### config.mk
export PLATFORM = sky130hd
export DESIGN_NAME = mc_ctrl
export DESIGN_NICKNAME = d
export VERILOG_FILES = /design/src/rtl/mc_pkg.sv /design/src/rtl/mc_decode.sv /design/src/rtl/mc_ctrl.sv
export SDC_FILE = /design/constraint.sdc
export NUM_CORES = 1
export LEC_CHECK = 0
export ABC_AREA = 1
export CAP_MARGIN = 25
export CELL_PAD_IN_SITES_DETAIL_PLACEMENT = 1
export CELL_PAD_IN_SITES_GLOBAL_PLACEMENT = 1
export CORE_UTILIZATION = 45
export DETAILED_ROUTE_END_ITERATION = 10
export DONT_BUFFER_PORTS = 1
export GPL_ROUTABILITY_DRIVEN = 0
export PLACE_DENSITY_LB_ADDON = 0.1
export SLEW_MARGIN = 40
export SYNTH_ARGS = -nofsm -noshare
export SYNTH_HDL_FRONTEND = slang
export SYNTH_SLANG_ARGS = --single-unit
### constraint.sdc
create_clock -name clk -period 4 [get_ports clk]
set_clock_uncertainty 0.1 [all_clocks]
set_input_delay 0.8 -clock clk [delete_from_list [all_inputs] [get_ports clk]]
set_output_delay 0.8 -clock clk [all_outputs]
set_load 0.1 [all_outputs]
### src/rtl/mc_pkg.sv
// Shared encodings for the multi-cycle MIPS-subset control unit.
package mc_pkg;

  // FSM states; the numeric values are visible on the state debug port.
  typedef enum logic [2:0] {
    StIf   = 3'd0,
    StId   = 3'd1,
    StEx   = 3'd2,
    StMem  = 3'd3,
    StWb   = 3'd4,
    StHalt = 3'd5
  } state_e;

  // Instruction classes produced by the decoder.
  typedef enum logic [2:0] {
    ClsR,
    ClsIArith,
    ClsLw,
    ClsSw,
    ClsBeq,
    ClsBne,
    ClsJ,
    ClsIllegal
  } inst_cls_e;

  // Opcodes (IR[31:26])
  localparam logic [5:0] OpRType = 6'b000000;
  localparam logic [5:0] OpJ     = 6'b000010;
  localparam logic [5:0] OpBeq   = 6'b000100;
  localparam logic [5:0] OpBne   = 6'b000101;
  localparam logic [5:0] OpAddi  = 6'b001000;
  localparam logic [5:0] OpSltiu = 6'b001011;
  localparam logic [5:0] OpAndi  = 6'b001100;
  localparam logic [5:0] OpXori  = 6'b001110;
  localparam logic [5:0] OpLw    = 6'b100011;
  localparam logic [5:0] OpSw    = 6'b101011;

  // R-type function codes (IR[5:0])
  localparam logic [5:0] FnAdd = 6'b100000;
  localparam logic [5:0] FnSub = 6'b100010;
  localparam logic [5:0] FnAnd = 6'b100100;
  localparam logic [5:0] FnOr  = 6'b100101;
  localparam logic [5:0] FnXor = 6'b100110;
  localparam logic [5:0] FnNor = 6'b100111;
  localparam logic [5:0] FnSlt = 6'b101011;
  localparam logic [5:0] FnSll = 6'b000100;

  // ALU operation encodings
  localparam logic [2:0] AluAnd = 3'b000;
  localparam logic [2:0] AluOr  = 3'b001;
  localparam logic [2:0] AluXor = 3'b010;
  localparam logic [2:0] AluNor = 3'b011;
  localparam logic [2:0] AluAdd = 3'b100;
  localparam logic [2:0] AluSub = 3'b101;
  localparam logic [2:0] AluSlt = 3'b110;
  localparam logic [2:0] AluSll = 3'b111;

  // PC source select
  localparam logic [1:0] PcSelSeq    = 2'b00;
  localparam logic [1:0] PcSelBranch = 2'b01;
  localparam logic [1:0] PcSelJump   = 2'b10;

  // ALU B operand select
  localparam logic [1:0] AluBRt     = 2'b00;
  localparam logic [1:0] AluBFour   = 2'b01;
  localparam logic [1:0] AluBImm    = 2'b10;
  localparam logic [1:0] AluBImmSh2 = 2'b11;

endpackage

### src/rtl/mc_decode.sv
// Combinational instruction decoder: opcode/func -> class, EX-stage ALU op, immediate extension.
module mc_decode
  import mc_pkg::*;
(
  input  logic [5:0] op_code_i,
  input  logic [5:0] func_i,
  output inst_cls_e  cls_o,
  output logic [2:0] alu_op_o,
  output logic       imm_s_o
);

  // Classify the instruction; anything not recognised falls out as ClsIllegal.
  always_comb begin
    cls_o    = ClsIllegal;
    alu_op_o = AluAdd;
    imm_s_o  = 1'b0;
    case (op_code_i)
      OpRType: begin
        cls_o = ClsR;
        case (func_i)
          FnAdd:   alu_op_o = AluAdd;
          FnSub:   alu_op_o = AluSub;
          FnAnd:   alu_op_o = AluAnd;
          FnOr:    alu_op_o = AluOr;
          FnXor:   alu_op_o = AluXor;
          FnNor:   alu_op_o = AluNor;
          FnSlt:   alu_op_o = AluSlt;
          FnSll:   alu_op_o = AluSll;
          default: cls_o    = ClsIllegal;
        endcase
      end
      OpAddi: begin
        cls_o   = ClsIArith;
        imm_s_o = 1'b1;
      end
      OpAndi: begin
        cls_o    = ClsIArith;
        alu_op_o = AluAnd;
      end
      OpXori: begin
        cls_o    = ClsIArith;
        alu_op_o = AluXor;
      end
      OpSltiu: begin
        cls_o    = ClsIArith;
        alu_op_o = AluSlt;
      end
      OpLw: begin
        cls_o   = ClsLw;
        imm_s_o = 1'b1;
      end
      OpSw: begin
        cls_o   = ClsSw;
        imm_s_o = 1'b1;
      end
      OpBeq: begin
        cls_o    = ClsBeq;
        alu_op_o = AluSub;
      end
      OpBne: begin
        cls_o    = ClsBne;
        alu_op_o = AluSub;
      end
      OpJ:     cls_o = ClsJ;
      default: cls_o = ClsIllegal;
    endcase
  end

endmodule

### src/rtl/mc_ctrl.sv
// Multi-cycle control unit: IF/ID/EX/MEM/WB sequencer, datapath strobes/selects and
// retired-instruction counter. Optional MC_CTRL_ILLEGAL_TRAP_EN adds a sticky illegal
// flag and a HALT state entered on unsupported encodings.
module mc_ctrl
  import mc_pkg::*;
#(
  parameter int unsigned CNT_W = 32
) (
  input  logic             clk,
  input  logic             rst_n,
  input  logic [5:0]       op_code,
  input  logic [5:0]       func,
  input  logic             ZF,
  input  logic             mem_ready,
  output logic             PC_Write,
  output logic [1:0]       PC_s,
  output logic             IR_Write,
  output logic             Write_Reg,
  output logic             Mem_Write,
  output logic [2:0]       ALU_OP,
  output logic             alu_a_s,
  output logic [1:0]       alu_b_s,
  output logic             imm_s,
  output logic             rd_rt_s,
  output logic             alu_mem_s,
  output logic [2:0]       state,
`ifdef MC_CTRL_ILLEGAL_TRAP_EN
  output logic             illegal,
`endif
  output logic [CNT_W-1:0] inst_cnt
);

  state_e           state_q, state_d;
  logic [CNT_W-1:0] cnt_q, cnt_d;

  inst_cls_e  dec_cls;
  logic [2:0] dec_alu_op;
  logic       dec_imm_s;

  logic pc_write_raw, ir_write_raw, write_reg_raw, mem_write_raw;

  mc_decode u_decode (
    .op_code_i (op_code),
    .func_i    (func),
    .cls_o     (dec_cls),
    .alu_op_o  (dec_alu_op),
    .imm_s_o   (dec_imm_s)
  );

`ifdef MC_CTRL_ILLEGAL_TRAP_EN
  logic illegal_q, illegal_d;
`endif

  // Next-state and per-state output decode.
  always_comb begin
    state_d       = state_q;
    pc_write_raw  = 1'b0;
    ir_write_raw  = 1'b0;
    write_reg_raw = 1'b0;
    mem_write_raw = 1'b0;
    PC_s          = PcSelSeq;
    ALU_OP        = AluAnd;
    alu_a_s       = 1'b0;
    alu_b_s       = AluBRt;
    imm_s         = 1'b0;
    rd_rt_s       = 1'b0;
    alu_mem_s     = 1'b0;
`ifdef MC_CTRL_ILLEGAL_TRAP_EN
    illegal_d     = illegal_q;
`endif
    unique case (state_q)
      StIf: begin
        ir_write_raw = 1'b1;
        pc_write_raw = 1'b1;
        alu_b_s      = AluBFour;
        ALU_OP       = AluAdd;
        state_d      = StId;
      end
      StId: begin
        // Branch target is computed speculatively into ALUOut for every instruction.
        alu_b_s = AluBImmSh2;
        imm_s   = 1'b1;
        ALU_OP  = AluAdd;
        if (dec_cls == ClsJ) begin
          pc_write_raw = 1'b1;
          PC_s         = PcSelJump;
          state_d      = StIf;
        end else if (dec_cls == ClsIllegal) begin
`ifdef MC_CTRL_ILLEGAL_TRAP_EN
          illegal_d = 1'b1;
          state_d   = StHalt;
`else
          state_d   = StIf;
`endif
        end else begin
          state_d = StEx;
        end
      end
      StEx: begin
        case (dec_cls)
          ClsR: begin
            alu_a_s = 1'b1;
            alu_b_s = AluBRt;
            ALU_OP  = dec_alu_op;
            state_d = StWb;
          end
          ClsIArith: begin
            alu_a_s = 1'b1;
            alu_b_s = AluBImm;
            imm_s   = dec_imm_s;
            ALU_OP  = dec_alu_op;
            state_d = StWb;
          end
          ClsLw, ClsSw: begin
            alu_a_s = 1'b1;
            alu_b_s = AluBImm;
            imm_s   = 1'b1;
            ALU_OP  = AluAdd;
            state_d = StMem;
          end
          ClsBeq, ClsBne: begin
            alu_a_s      = 1'b1;
            alu_b_s      = AluBRt;
            ALU_OP       = AluSub;
            PC_s         = PcSelBranch;
            pc_write_raw = (dec_cls == ClsBeq) ? ZF : ~ZF;
            state_d      = StIf;
          end
          default: state_d = StIf;
        endcase
      end
      StMem: begin
        mem_write_raw = (dec_cls == ClsSw);
        if (mem_ready) begin
          state_d = (dec_cls == ClsLw) ? StWb : StIf;
        end
      end
      StWb: begin
        write_reg_raw = 1'b1;
        rd_rt_s       = (dec_cls != ClsR);
        alu_mem_s     = (dec_cls == ClsLw);
        state_d       = StIf;
      end
`ifdef MC_CTRL_ILLEGAL_TRAP_EN
      StHalt: state_d = StHalt;
`endif
      default: state_d = StIf;
    endcase
  end

  // Count each instruction retired, i.e. each return to IF from a working state.
  always_comb begin
    cnt_d = cnt_q;
    if (state_d == StIf && state_q != StIf && state_q != StHalt) begin
      cnt_d = cnt_q + CNT_W'(1);
    end
  end

  // State and counter registers.
  always_ff @(posedge clk or negedge rst_n) begin
    if (!rst_n) begin
      state_q <= StIf;
      cnt_q   <= '0;
    end else begin
      state_q <= state_d;
      cnt_q   <= cnt_d;
    end
  end

`ifdef MC_CTRL_ILLEGAL_TRAP_EN
  // Sticky illegal-instruction flag, cleared only by reset.
  always_ff @(posedge clk or negedge rst_n) begin
    if (!rst_n) begin
      illegal_q <= 1'b0;
    end else begin
      illegal_q <= illegal_d;
    end
  end

  assign illegal = illegal_q;
`endif

  // Reset holds state in IF, whose decode would otherwise assert IR/PC writes.
  assign PC_Write  = pc_write_raw & rst_n;
  assign IR_Write  = ir_write_raw & rst_n;
  assign Write_Reg = write_reg_raw & rst_n;
  assign Mem_Write = mem_write_raw & rst_n;

  assign state    = state_q;
  assign inst_cnt = cnt_q;

endmodule

==> out/metrics.json <==
{
  "tightestPinTransition": {"value": 0.657, "unit": "ns"},
  "grt_first_pass_wirelength": {"value": 15800, "unit": "um"},
  "flow.area_growth_from_synthesis": {"value": 19.7, "unit": "%"},
  "multi_input_comb_area": {"value": 1690, "unit": "um^2"},
  "crit_type": {"value": "reg2out"},
  "synth-seq-cells": {"value": 35},
  "cts.repair.resized": {"value": 0},
  "chipHeight": {"value": 81.9, "unit": "um"},
  "floorplan.initialDensity": {"value": 47.7, "unit": "%"},
  "max_slew_margin": {"value": 56.1, "unit": "%"},
  "insertion_delay": {"value": 0.29, "unit": "ns"},
  "register_area": {"value": 878, "unit": "um^2"},
  "fillers": {"value": 850},
  "post_route_cells_drive_above_1_share": {"value": 20.6, "unit": "%"},
  "h-tree-depth": {"value": 2},
  "share_clk_of_total_power": {"value": 15.8, "unit": "%"},
  "grt_remaining_overflow": {"value": 0},
  "grt_pass1_vias": {"value": 3175},
  "total_power": {"value": 0.00185, "unit": "W"},
  "floorplan.rows": {"value": 28},
  "postLayoutCellArea": {"value": 3440, "unit": "um^2"},
  "cts_max_path_buffers": {"value": 2},
  "worstPathBufferInverterCount": {"value": 4},
  "final-setup-viol-count": {"value": 0},
  "internal_dissipation": {"value": 0.000781, "unit": "W"},
  "report.final.slew_viol_count": {"value": 0},
  "final.period_utilization": {"value": 84.7, "unit": "%"},
  "yosys_warnings": {"value": 0},
  "cts_setup_buffers": {"value": 0},
  "dpl-instance-area": {"value": 3340, "unit": "um^2"},
  "detailroute.via_count": {"value": 3203},
  "max-vdd-ir-drop": {"value": 0.000422, "unit": "V"},
  "detail_route.first_pass.iterations": {"value": 4},
  "sequential_area_share_after_synthesis": {"value": 30.5, "unit": "%"},
  "synth_adder_area_share": {"value": 0.436, "unit": "%"},
  "timing.critical_path.to_type": {"value": "output port"},
  "pre_cts_ws": {"value": 0.840, "unit": "ns"},
  "power.share.switching": {"value": 57.8, "unit": "%"},
  "timing.hold.worst.class": {"value": "in2async"},
  "cts-root-buf": {"value": "sky130_fd_sc_hd__clkbuf_8"},
  "synth_compound_area_share": {"value": 2.92, "unit": "%"},
  "met2_wirelength": {"value": 4550, "unit": "um"},
  "pwr-share-comb": {"value": 62.4, "unit": "%"},
  "number_of_enable_flip_flop_cells_after_synthesis": {"value": 0},
  "critPathSlowestCell": {"value": "sky130_fd_sc_hd__nor3_2"},
  "antenna_found_initial": {"value": 0},
  "cells_traversed_along_the_worst_timing_path": {"value": "buf_4, inv_1, nor3_2, inv_1, nor2_2, nor3_1, a21oi_2, buf_12"},
  "largest_family_of_logic_cells_by_synthesized_area": {"value": "simple AND/OR/NAND/NOR gates"},
  "run_status": {"value": "completed"},
  "diodes": {"value": 0},
  "final.min_clock_period": {"value": 3.39, "unit": "ns"},
  "synth_fp_nets": {"value": 456},
  "post_synth_inst_count": {"value": 439},
  "synth-xor-area-share": {"value": 4.57, "unit": "%"},
  "nets": {"value": 502},
  "post_synth_mux_area_share": {"value": 0, "unit": "%"},
  "cts_tree": {"value": "done"},
  "grt.total_usage": {"value": 30.8, "unit": "%"},
  "timing.critical_path.arrival": {"value": 2.49, "unit": "ns"},
  "first_iter_violations": {"value": 201},
  "unrepaired_setup_endpoints_after_global_routing": {"value": "no"},
  "leakagePower": {"value": 1.76, "unit": "nW"},
  "worst_path_most_repeated_cell": {"value": "sky130_fd_sc_hd__inv_1"},
  "net-switching-power": {"value": 0.00107, "unit": "W"},
  "wl": {"value": 9820, "unit": "um"},
  "power-per-cell-area": {"value": 538, "unit": "nW/um^2"},
  "wl_met3": {"value": 600, "unit": "um"},
  "p_seq_share": {"value": 21.8, "unit": "%"},
  "clkSinkCount": {"value": 35},
  "avgViaCountPerCell": {"value": 5.71},
  "boundaryPins": {"value": 66},
  "synthesis.area": {"value": 2870, "unit": "um^2"},
  "post_drt_antenna_nets": {"value": 0},
  "cpLargestDelayFamily": {"value": "buffers and inverters"},
  "worst_setup_path_start_kind": {"value": "register"},
  "fp.dieArea": {"value": 6710, "unit": "um^2"},
  "maxUsedRoutingLayer": {"value": "met4"},
  "wl_per_cell": {"value": 17.5, "unit": "um"},
  "drv_cap": {"value": 0},
  "setup_ws": {"value": 0.614, "unit": "ns"},
  "met1Wirelength": {"value": 4580, "unit": "um"},
  "achievable-frequency": {"value": 0.295, "unit": "GHz"},
  "drc_errors": {"value": 0},
  "core_region_area": {"value": 6030, "unit": "um^2"},
  "cts-buffers-inserted": {"value": 5},
  "crit_required": {"value": 3.10, "unit": "ns"},
  "timing.critical_path.fanout_max": {"value": 7},
  "cts-hold-fix-buffers": {"value": 0},
  "synth_simple_gate_area_share": {"value": 49.3, "unit": "%"},
  "die_w": {"value": 81.9, "unit": "um"},
  "syn_area_per_cell": {"value": 6.54, "unit": "um^2"},
  "clk_pin_slew": {"value": 0.08, "unit": "ns"},
  "pin_count_of_the_biggest_net_entering_global_routing": {"value": 39},
  "synth_async_sr_flop_share": {"value": 100, "unit": "%"},
  "yosysUniqueCellTypes": {"value": 33},
  "place.port_buffers": {"value": 0},
  "crit_path_max_incr_delay": {"value": 0.47, "unit": "ns"},
  "yosys_most_used_dff": {"value": "sky130_fd_sc_hd__dfrtp_1"},
  "dpl.hpwl": {"value": 7380, "unit": "um"},
  "final_hold_violation_count": {"value": 0}
}
==> per-stage QoR <==
stage          std cells  hold slack (ns)  utilization [%]  TNS, ns
2_1_floorplan        439            0.404                -   -0.435
3_3_place_gp         553            0.405             55.4        0
4_1_cts              561           0.0953             57.1        0
5_1_grt              561           0.0863             57.1        0
3_5_place_dp         553            0.405             55.4        0
6_report             561           0.0926             57.1        0
==> cells in the mapped netlist, drive strengths merged, types with 2 or more instances <==
| cell type | instances | area, um^2 |
|---|---|---|
| a21oi | 5 | 40.0 |
| xnor2 | 5 | 43.8 |
| nand3 | 35 | 195 |
| buf | 11 | 82.6 |
| clkbuf | 2 | 7.51 |
| nand2 | 129 | 494 |
| o21ai | 4 | 20.0 |
| nand4 | 55 | 365 |
| nor2 | 45 | 196 |
| or2 | 2 | 12.5 |
| dfrtp | 35 | 876 |
| nor4 | 2 | 12.5 |
| inv | 70 | 263 |
| nor3 | 23 | 125 |
| xor2 | 10 | 87.6 |
==> cell usage in the layout (no fill, tap or decap), types with 7 or more instances in the layout <==
cell                       instances
sky130_fd_sc_hd__xor2_1           10
sky130_fd_sc_hd__nor3_1           20
sky130_fd_sc_hd__clkbuf_8          7
sky130_fd_sc_hd__nand4_1          53
sky130_fd_sc_hd__nand2_1         125
sky130_fd_sc_hd__inv_1            64
sky130_fd_sc_hd__nand3_1          31
sky130_fd_sc_hd__dfrtp_1          33
sky130_fd_sc_hd__buf_4            50
sky130_fd_sc_hd__nor2_1           32
sky130_fd_sc_hd__nor2_2           11
==> power by group through the flow <==
stage          sequential [W]  clock [W]  combinational (W)
2_1_floorplan        0.000671          0           0.000667
3_3_place_gp         0.000410          0            0.00112
3_5_place_dp         0.000411          0            0.00115
4_1_cts              0.000404   0.000295            0.00115
5_1_grt              0.000407   0.000305            0.00121
6_report             0.000404   0.000292            0.00115
==> worst paths after layout <==
path	to	slack, ns	depth (start not counted)	from
hold reg to reg	inst_cnt[4]	0.46	2	inst_cnt[4]
hold / removal	inst_cnt[19]	0.09	0	rst_n
min in group clk	inst_cnt[4]	0.46	2	inst_cnt[4]
max in group asynchronous	inst_cnt[30]	3.61	0	rst_n
setup reg to reg	inst_cnt[28]	1.27	12	state[1]
setup / recovery	ALU_OP[2]	0.61	8	state[1]
==> per-layer routing <==
metal	vias to the layer above	GRT usage [%]
met5	-	0
met4	0	8.25
met3	8	5.56
met2	98	48.1
met1	1570	43.1
li1	1527	-
==> state kept, by name (all words and copies together), names as in the netlist <==
name	flops
inst_cnt	32
state	3
==> cells by family after synthesis <==
kind of cell / Yosys count
buffers and inverters: 83
and+or+nand+nor: 293
DFF: 35
adders and majority gates: 1
AOI/OAI and AO/OA: 12
xor gates and xnor gates: 15
==> layout make-up <==
type / count / area share, %
well taps: 75 / 2.73
inverters: 70 / 7.64
multi-input cells: 321 / 49.1
clock buffers: 8 / 2.91
flip-flops and latches: 35 / 25.5
repair buffers: 52 / 12.1
Note: power is estimated with default switching activity, not from simulation.
